==> config.mk <==
export PLATFORM = sky130hd
export DESIGN_NAME = mod_doubler_reg
export DESIGN_NICKNAME = d
export VERILOG_FILES = /design/src/rtl/mod_doubler_reg.sv
export SDC_FILE = /design/constraint.sdc
export NUM_CORES = 1
export LEC_CHECK = 0
export ABC_AREA = 1
export CAP_MARGIN = 20
export CORE_UTILIZATION = 45
export DETAILED_ROUTE_END_ITERATION = 16
export PLACE_DENSITY = 0.85
export SKIP_LAST_GASP = 1
export SYNTH_ARGS = -nofsm -noshare
export SYNTH_HDL_FRONTEND = slang
export SYNTH_SLANG_ARGS = --single-unit
==> constraint.sdc <==
create_clock -name iClk -period 1.41 [get_ports iClk]
set_input_delay 0.141 -clock iClk [delete_from_list [all_inputs] [get_ports iClk]]
set_output_delay 0.141 -clock iClk [all_outputs]
set_load 0.005 [all_outputs]
==> src/rtl/mod_doubler_reg.sv <==
// Registered modular doubler: oData <= (2*iData) mod iQ, one-cycle latency,
// synchronous enable/clear, asynchronous active-low reset.

`ifndef BITWIDTH
`define BITWIDTH 8
`endif

module mod_doubler_reg #(
    parameter int BITWIDTH = `BITWIDTH
) (
    input  logic                iClk,
    input  logic                iRstN,
    input  logic                iEn,
    input  logic                iClr,
    input  logic [BITWIDTH-1:0] iData,
    input  logic [BITWIDTH-1:0] iQ,
    output logic [BITWIDTH-1:0] oData
);

    logic [BITWIDTH:0]   dbl;
    logic                ge_q;
    logic [BITWIDTH-1:0] nxt;
    logic [BITWIDTH-1:0] odata_d;
    logic [BITWIDTH-1:0] odata_q;

    // The doubled operand keeps its carry bit so the compare against q is exact;
    // the subtraction itself only needs the low bits because r < 2^BITWIDTH.
    always_comb begin
        dbl  = {iData, 1'b0};
        ge_q = (dbl >= {1'b0, iQ});
        nxt  = ge_q ? (dbl[BITWIDTH-1:0] - iQ) : dbl[BITWIDTH-1:0];
    end

    // Clear wins over enable; with neither the register holds.
    always_comb begin
        odata_d = odata_q;
        if (iClr) begin
            odata_d = '0;
        end else if (iEn) begin
            odata_d = nxt;
        end
    end

    // NOTE: state is updated with non-blocking assignments so every flop samples
    // pre-edge values; blocking here would create simulation/synthesis mismatches.
    always_ff @(posedge iClk or negedge iRstN) begin
        if (!iRstN) begin
            odata_q <= '0;
        end else begin
            odata_q <= odata_d;
        end
    end

    assign oData = odata_q;

endmodule

==> results of run 1 <==
## logic make-up after synthesis
logic type	synth area share
simple gates	0.515
buf+inv	0.0844
xor+xnor	0.0295
fa+ha+maj	0.135
flops	0.225
compound gates	0.0113
## layout make-up
cell class | count | share of cell area
clock buffers | 3 | 0.0152
inverters | 20 | 0.0515
multi-input cells | 100 | 0.538
flip-flops and latches | 8 | 0.135
well taps | 25 | 0.0211
repair buffers | 41 | 0.239
## metrics by stage
stage	setup WS [ns]	power, mW	cell area, um^2	hold WS [ns]	std cells
after CTS	0.0120	0.947	1470	0.164	197
after detailed placement	-0.519	0.708	1290	0.430	193
final	0.0617	0.982	1480	0.153	197
after global placement	-0.465	0.691	1290	0.428	193
after floorplan	0.0883	0.505	890	-0.155	128
after global routing	0.0147	1.03	1480	0.187	197
## path summary, 6_finish.rpt
kind | start | to
worst max-delay path | iData[3] | oData[2]$_DFFE_PN0P_
worst min-delay path | iRstN | oData[6]$_DFFE_PN0P_
worst max register to register | oData[5]$_DFFE_PN0P_ | oData[5]$_DFFE_PN0P_
worst min register to register | oData[7]$_DFFE_PN0P_ | oData[7]$_DFFE_PN0P_
max in group asynchronous | iRstN | oData[3]$_DFFE_PN0P_
min in group iClk | iQ[0] | oData[0]$_DFFE_PN0P_
## report_power, final
group	switching, mW	internal [mW]
Sequential	0.0142	0.258
Clock	0.0753	0.0972
Combinational	0.273	0.264
## what timing repair did
action | in CTS | in global routing
endpoints found under the setup margin | 8 | 8
gates resized for setup | 52 | 8
setup buffers | 1 | 0
pin swaps | 30 | 6
gates cloned | 0 | 0
## placed cells by master, fill, tap and decap left out, drive strengths merged
cell and count:
or2 2, nand4 1, clkinv 1, dlygate4sd2 13, clkdlybuf4s15 1, nand3 16, nand2 52, buf 14
inv 19, xor2 2, ha 8, fa 1, clkbuf 4, clkdlybuf4s50 12, xnor2 1, dfrtp 8
nand3b 7, nor2 8, a21oi 2
## layer usage
layer / wire, um / GRT usage / share of wire
met1: 1120 / 0.297 / 0.39
met5: 0 / 0 / 0
met3: 107 / 0.0392 / 0.038
met2: 1550 / 0.522 / 0.54
met4: 66 / 0.188 / 0.023
==> results.toml, run 1 <==
[outcome]
outcome = "finished, final reports clean"

[clock_tree]
hold_buffers = 0
clock-root-buffer = "clkbuf_4"
clk_pin_slew_ns = 0.05
htree_levels = 1
cts_tree = "built"
clock-sinks = 8
numCtsBuffers = 3
clk_latency_ns = 0.25
clockBufferDepth = 2

[sta]
tns_ns = 0
finalSetupViolations = 0
slew_headroom = 0.773
fmax_mhz = 742
rsz0062_at_grt = "false"
skew_ns = 0
post-route-period-util = 0.956
tightest_slew_ns = 0.339
min_period_ns = 1.35
hold_viol_final = 0
slew_violations = 0

[critical_path]
worstPathRequired_ns = 1.55
crit_buf_inv = 2
end_kind = "flip-flop"
worstPathMaxFanout = 8
cp.depth = 11
crit_type = "in -> reg"
path_cells = "dlygate4sd2_1 -> ha_4 -> nand2_1 -> nand2_1 -> inv_1 -> nand2_4 -> nand2_8 -> nand2_8 -> nand2_1 -> nand3_1 -> nand2_1"
start_kind = "input port"
cpLargestDelayFamily = "simple AND/OR/NAND/NOR gates"
cp.arrival_ns = 1.49
path_common_cell = "nand2_1"
cp_slowest_cell = "ha_4"
slowest_delay_ns = 0.31
rr_worst_depth = 2
r2r_slack_ns = 0.80

[routing]
drc_errors = 0
vias_per_cell = 5.16
totalWireLength_um = 2840
dr.pass1.iters = 4
drtAntennaViolNets = 0
vias = 1017
post_drt_wl_per_cell_um = 14.4
drtIter0Drc = 31

[yosys]
synth_area_leaders = "dfrtp_1, nand2_1, ha_1"
avgSynthCellArea_um2 = 6.95
ys_async_sr_fraction = 1.00
synth_edf_count = 0
syn-num-nets = 157
synth_cell_types = 21
synth_top_cell_by_area = "dfrtp_1"
synth_area_um2 = 890
synth-seq-cells = 8
ys.flop_type = "dfrtp_1"
synth-seq-area-share = 0.225
synthCells = 128
yosys-top-cells-count = "nand2_1, inv_1, nand3_1"
synth.most_common_cell = "nand2_1"
synth_top_area_frac = 0.225
synth_warnings = 0

[floorplanning]
die_h_um = 46.5
core_um2 = 1780
dieArea_um2 = 2160
rows = 15
die_width_um = 46.5
io_pins = 28
start_util = 0.499

[grt]
grt_pass1_wl_um = 4350
grt.total_usage = 0.286
grt_max_degree = 9
grt_pass1_vias = 1019
antenna_found_initial = 0
grt_remaining_overflow = 0

[final_layout]
final_nets = 203
top_regs = "oData (8)"
antennaDiodeCount = 0
area.growth.synth_to_final_pct = 66.5
nFillCells = 99
final_core_util = 0.831
top_register = "oData"
largest_register_ffs = 8
seqCellArea_um2 = 200
multi_input_area_um2 = 797
drive_gt1_frac = 0.366

[power_and_ir_drop]
power_density_nw_per_um2 = 663
ir_drop_mv = 0.430
leakagePower_nw = 0.730

[flow_run]
maxCapViolations = 0

[place]
dp_hpwl_um = 1850
io_buffers = 27
routabilityCongestion = 0.819

[min_path]
hold_class = "in -> async"
(Power assumes the default switching activity.)
==> run 2: changes to the inputs <==
--- a/config.mk
+++ b/config.mk
@@ -14,3 +14,4 @@
 export SYNTH_ARGS = -nofsm -noshare
 export SYNTH_HDL_FRONTEND = slang
 export SYNTH_SLANG_ARGS = --single-unit
+export TNS_END_PERCENT = 100
==> results of run 2 <==
Same layout as run 1: the final DEF is identical, and so are final timing and power.
==> run 3: changes to the inputs <==
==> constraint.sdc (replaced) <==
create_clock -name iClk -period 1.65 [get_ports iClk]
set_input_delay 0.165 -clock iClk [delete_from_list [all_inputs] [get_ports iClk]]
set_output_delay 0.165 -clock iClk [all_outputs]
set_load 0.005 [all_outputs]
==> run 3 against run 2 <==
  * Clock power shrank 16%
  * Register-to-register slack better by 0.23 ns
  * Final area shrank 5.7%
  * Clock skew unchanged
  * Sequential share of layout area grew 0.82 points
  * Combinational power is 25% lower
  * Sequential power down 15%
  * Via count fell by 5.3%
  * Die area is the same
  * Critical endpoint is now oData[3]$_DFFE_PN0P_
  * Hold slack gained 0.033 ns
  * Flip-flop and latch count is the same
  * Total power decreased by 21%
==> results.toml, run 3 (synthesized netlist as in run 1, its figures left out) <==
[critical_path]
worstPathMaxFanout = 8
slowest_delay_ns = 0.47
path_cells = "clkdlybuf4s50_1 -> inv_1 -> ha_4 -> nand2_1 -> nor2_2 -> nand2_8 -> nand2_8 -> nand2_1 -> nand3_1 -> nand2_1"
start_kind = "input port"
cp_slowest_cell = "clkdlybuf4s50_1"
cpLargestDelayFamily = "simple AND/OR/NAND/NOR gates"
crit_buf_inv = 2
rr_worst_depth = 2
r2r-start = "oData[5]$_DFFE_PN0P_"
end_kind = "flip-flop"
path_common_cell = "nand2_1"
worstPathRequired_ns = 1.78
cp.arrival_ns = 1.74
cp.depth = 10
critPathLaunch = "iQ[6]"
crit_type = "in -> reg"

[floorplanning]
die_h_um = 46.5
die_width_um = 46.5
rows = 15
core_um2 = 1780
start_util = 0.499
dieArea_um2 = 2160
io_pins = 28

[final_layout]
postLayoutCellArea_um2 = 1400
final_nets = 200
area.growth.synth_to_final_pct = 57.0
largest_register_ffs = 8
final_core_util = 0.783
layout_commonest_cell = "nand2_1"
layout_common_cells = "nand2_1, clkdlybuf4s50_1, inv_1"
top_regs = "oData (8)"
top_register = "oData"
antennaDiodeCount = 0
drive_gt1_frac = 0.207
nFillCells = 132

[clock_tree]
clockBufferDepth = 2
clock-sinks = 8
clk_latency_ns = 0.25
cts_tree = "built"
numCtsBuffers = 3
clk_pin_slew_ns = 0.05
htree_levels = 1
clock-root-buffer = "clkbuf_4"
hold_buffers = 0
cts_setup_buffers = 0

[grt]
antenna_found_initial = 0
grt_max_degree = 10
grt_pass1_wl_um = 3330
grt.total_usage = 0.214
grt_pass1_vias = 888
grt_remaining_overflow = 0

[place]
dp_slack_ns = -0.307
dp_hpwl_um = 1730
placed_cell_area_um2 = 1270
io_buffers = 27
routabilityCongestion = 0.815

[routing]
totalWireLength_um = 2310
dr.pass1.iters = 4
vias = 963
vias_per_cell = 4.96
drtIter0Drc = 14
drtAntennaViolNets = 0
post_drt_wl_per_cell_um = 11.9
drc_errors = 0

[sta]
setup_slack_ns = 0.0448
skew_ns = 0
fmax_mhz = 623
finalSetupViolations = 0
tightest_slew_ns = 0.476
hold_viol_final = 0
slew_headroom = 0.682
slew_violations = 0
min_period_ns = 1.61
post-route-period-util = 0.973
rsz0062_at_grt = "true"

[power_and_ir_drop]
leakagePower_nw = 0.702
power_density_nw_per_um2 = 557
ir_drop_mv = 0.255

[min_path]
hold_class = "in -> async"

[flow_run]
maxCapViolations = 0

[outcome]
outcome = "finished, final reports clean"
run 3: cell count changes in the layout (fill, tap and decap cells not counted), sizes merged:
cell,before,now
dlygate4sd2,13,2
dlymetal6s2s,0,2
clkbuf,4,3
clkdlybuf4s50,12,23
clkdlybuf4s15,1,0
buf,14,11
run 3: area by class of cell:
type / instances / area (um^2) / area share
multi-input combinational: 100 / 712 / 0.510
inverter: 20 / 75.1 / 0.0538
tap: 25 / 31.3 / 0.0224
timing repair buffer: 38 / 355 / 0.254
clock buffer: 3 / 22.5 / 0.0161
sequential: 8 / 200 / 0.143
run 3: routing by layer:
layer,part of all wire,vias up,GRT usage
li1,-,487,-
met1,0.37,440,0.218
met2,0.58,32,0.433
met3,0.040,4,0.0196
met4,0.0082,0,0.0765
met5,0,-,0
run 3: stage by stage:
step,hold WS (ns),setup TNS (ns),instances,total power [mW]
after detailed placement,0.456,-2.28,191,0.597
after global routing,0.214,-0.0343,194,0.825
final,0.186,0,194,0.778
after CTS,0.191,0,194,0.747
after floorplan,-0.131,0,128,0.432
after global placement,0.451,-1.90,191,0.586
run 3: power by group:
part	switching [mW]	leakage [nW]	internal [mW]
clock	0.0620	0.0138	0.0829
combinational	0.192	0.585	0.210
sequential	0.0113	0.103	0.221
run 3: what timing repair did:
item                                    4_1_cts  5_1_grt
pin swaps                                     7        5
gates resized for setup                       5       10
endpoints found under the setup margin        8        8
endpoints found under the hold margin         0        0
gates cloned                                  0        0
run 3: final timing paths:
kind	endpoint	slack, ns
setup / recovery	oData[3]$_DFFE_PN0P_	0.04
hold / removal	oData[4]$_DFFE_PN0P_	0.19
setup reg to reg	oData[5]$_DFFE_PN0P_	1.03
hold reg to reg	oData[6]$_DFFE_PN0P_	0.47
max in group asynchronous	oData[0]$_DFFE_PN0P_	1.20
min in group iClk	oData[0]$_DFFE_PN0P_	0.29
==> RTL edit (config.mk and constraints of run 3) <==
Put one more register stage on the output `oData`, cleared by the reset. The value now appears one clock later. Comments in the files are not updated.
--- a/src/rtl/mod_doubler_reg.sv
+++ b/src/rtl/mod_doubler_reg.sv
@@ -52,5 +52,11 @@
     end
 
-    assign oData = odata_q;
+    always_ff @(posedge iClk or negedge iRstN) begin
+        if (!iRstN) begin
+            oData <= '0;
+        end else begin
+            oData <= odata_q;
+        end
+    end
 
 endmodule
Behaviour: not the same (a bounded check fails within 4 cycles, from zero or initial values and one cycle with iRstN low).
==> RTL edit against run 3 <==
- cell area is 21% higher
- via count is 7.5% higher
- combinational power grew 7.7%
- synthesized area grew 21%
- setup slack gained 16 ps
- die area grew 20%
- total power up 39%
- sequential cell count increased by 8
- wire length increased by 2.6%
- global-route usage decreased by 2.3 points
- clock power grew 34%
==> RTL edit: results (changes against run 3) <==
status finished clean; Skew-Pair Late Insertion Delay 280 ps (+30 ps); vias in the first global route 942 (+6.1%); reg2reg end odata_q[6]; Worst path max stage delay 530 ps (+60 ps); top_reg_cell synth dfrtp_1; P_sw 330 uW (+25%); largest net degree at the start of global routing 17 (+7); Max VDD drop 0.433 mV (+70%); drt initial violations 18 (+4); RePlAce Congestion 0.950 (+16%); Post-DP HPWL 1820 um (+5.1%); Total GRT Usage 0.191 (-0.0230); Rel. slew slack 0.825 (+0.143); synth warn 0 (unchanged); Non-Filler Instances 214 (+10%); syn avg cell area 7.90 sq um (+14%); post-route clock skew 0.223 ps (+0.223 ps); Placed Area 1530 sq um (+20%); Worst setup startpoint iData[5]; DR pass1 iterations 4 (unchanged); FF-to-FF Start odata_q[6]; initial antenna violation count 0 (unchanged); first-pass GRT wire length 3710 um (+12%); Ant. Diodes 0 (unchanged); crit-path max FO 8 (unchanged); Crit-path slowest cell clkdlybuf4s50_1; fin nets 217 (+8.5%); worst-case clock buffer depth 2 (unchanged); syn nets 165 (+5.1%); Worst-path clk slew 80 ps (+30 ps); drt total wl 2370 um (+2.6%); vias per inst 4.84 (-2.6%); Distinct cells, synth 21 (unchanged); Post-CTS Setup Bufs 0 (unchanged); Area contributors post-synth dfrtp_1 37%, nand2_1 16%, ha_1 9.3%; Worst EP arrival 1760 ps (+20 ps); R2R cell count 2 (unchanged); sequential share of the synthesized area 0.373 (+0.147); leakage 0.860 nW (+23%); post-synthesis async set-or-reset flop share 1.00 (unchanged); TritonCTS Buffers 3 (unchanged); layout cell share with drive strength beyond 1 0.280 (+0.0725); H-tree lvl count 1 (unchanged); Clock Root Buffer clkbuf_4; Hold Crit Class in -> async; commonest cells in the netlist 45 x nand2_1, 17 x inv_1, 16 x dfrtp_1; flop-to-flop setup slack 1020 ps; top flop regs oData: 8 flops, odata_q: 8 flops; Top delay family on crit path simple AND/OR/NAND/NOR gates
## RTL edit: cell count changes after synthesis, moves of 2 or more
cell and change:
clkinv_1 +2, dfrtp_1 +8, inv_1 -2, nand2_1 -2, nand2_4 +2, nand2_8 -2
## RTL edit: worst max-delay path by stage
| stage | endpoint | slack (ps) | depth (start not counted) |
|---|---|---|---|
| global route | odata_q[5] | -30 | 10 |
| finish | odata_q[5] | 60 | 10 |
| global placement | odata_q[1] | -250 | 12 |
| CTS | odata_q[5] | 30 | 13 |
| detailed placement | odata_q[5] | -310 | 13 |
| floorplan | odata_q[1] | 290 | 11 |
## RTL edit: logic make-up after synthesis
| kind of cell | count (synthesis) | share of synthesized area |
|---|---|---|
| buffers and inverters | 21 | 0.0733 |
| xor gates and xnor gates | 3 | 0.0245 |
| AOI/OAI and AO/OA | 3 | 0.0140 |
| and+or+nand+nor | 84 | 0.404 |
| adders and majority gates | 9 | 0.112 |
| DFF | 16 | 0.373 |
## RTL edit: area by class of cell
cell class | count | area, sq um
inverters | 21 | 78.8
flip-flops and latches | 16 | 400
fillers | 163 | 546
repair buffers | 47 | 428
well taps | 28 | 35.0
clock buffers | 3 | 22.5
multi-input cells | 99 | 723
## RTL edit: metrics by stage
stage	total power, mW	hold slack, ps	setup slack [ps]	utilization
3_3_place_gp	0.827	360	-250	0.685
5_1_grt	1.15	207	-26.1	0.756
4_1_cts	1.04	195	30.4	0.706
2_1_floorplan	0.648	-131	295	-
6_report	1.08	187	60.4	0.756
3_5_place_dp	0.842	367	-314	0.685
## RTL edit: power by group through the flow
stage          Sequential (mW)  Clock, mW  Combinational [mW]
2_1_floorplan            0.466          0               0.182
3_3_place_gp             0.463          0               0.364
3_5_place_dp             0.466          0               0.375
4_1_cts                  0.459      0.198               0.384
5_1_grt                  0.462      0.212               0.476
6_report                 0.458      0.195               0.432
## RTL edit: layer usage
layer,GRT usage,vias to the layer above,share of wire
met5,0,-,0
met1,0.218,473,0.42
li1,-,528,-
met2,0.358,28,0.52
met3,0.0179,6,0.033
met4,0.0833,0,0.020
## RTL edit: repair_timing
action                                  4_1_cts  5_1_grt
resized for setup                             2       21
pin swaps                                     2        4
endpoints found under the setup margin        4        8
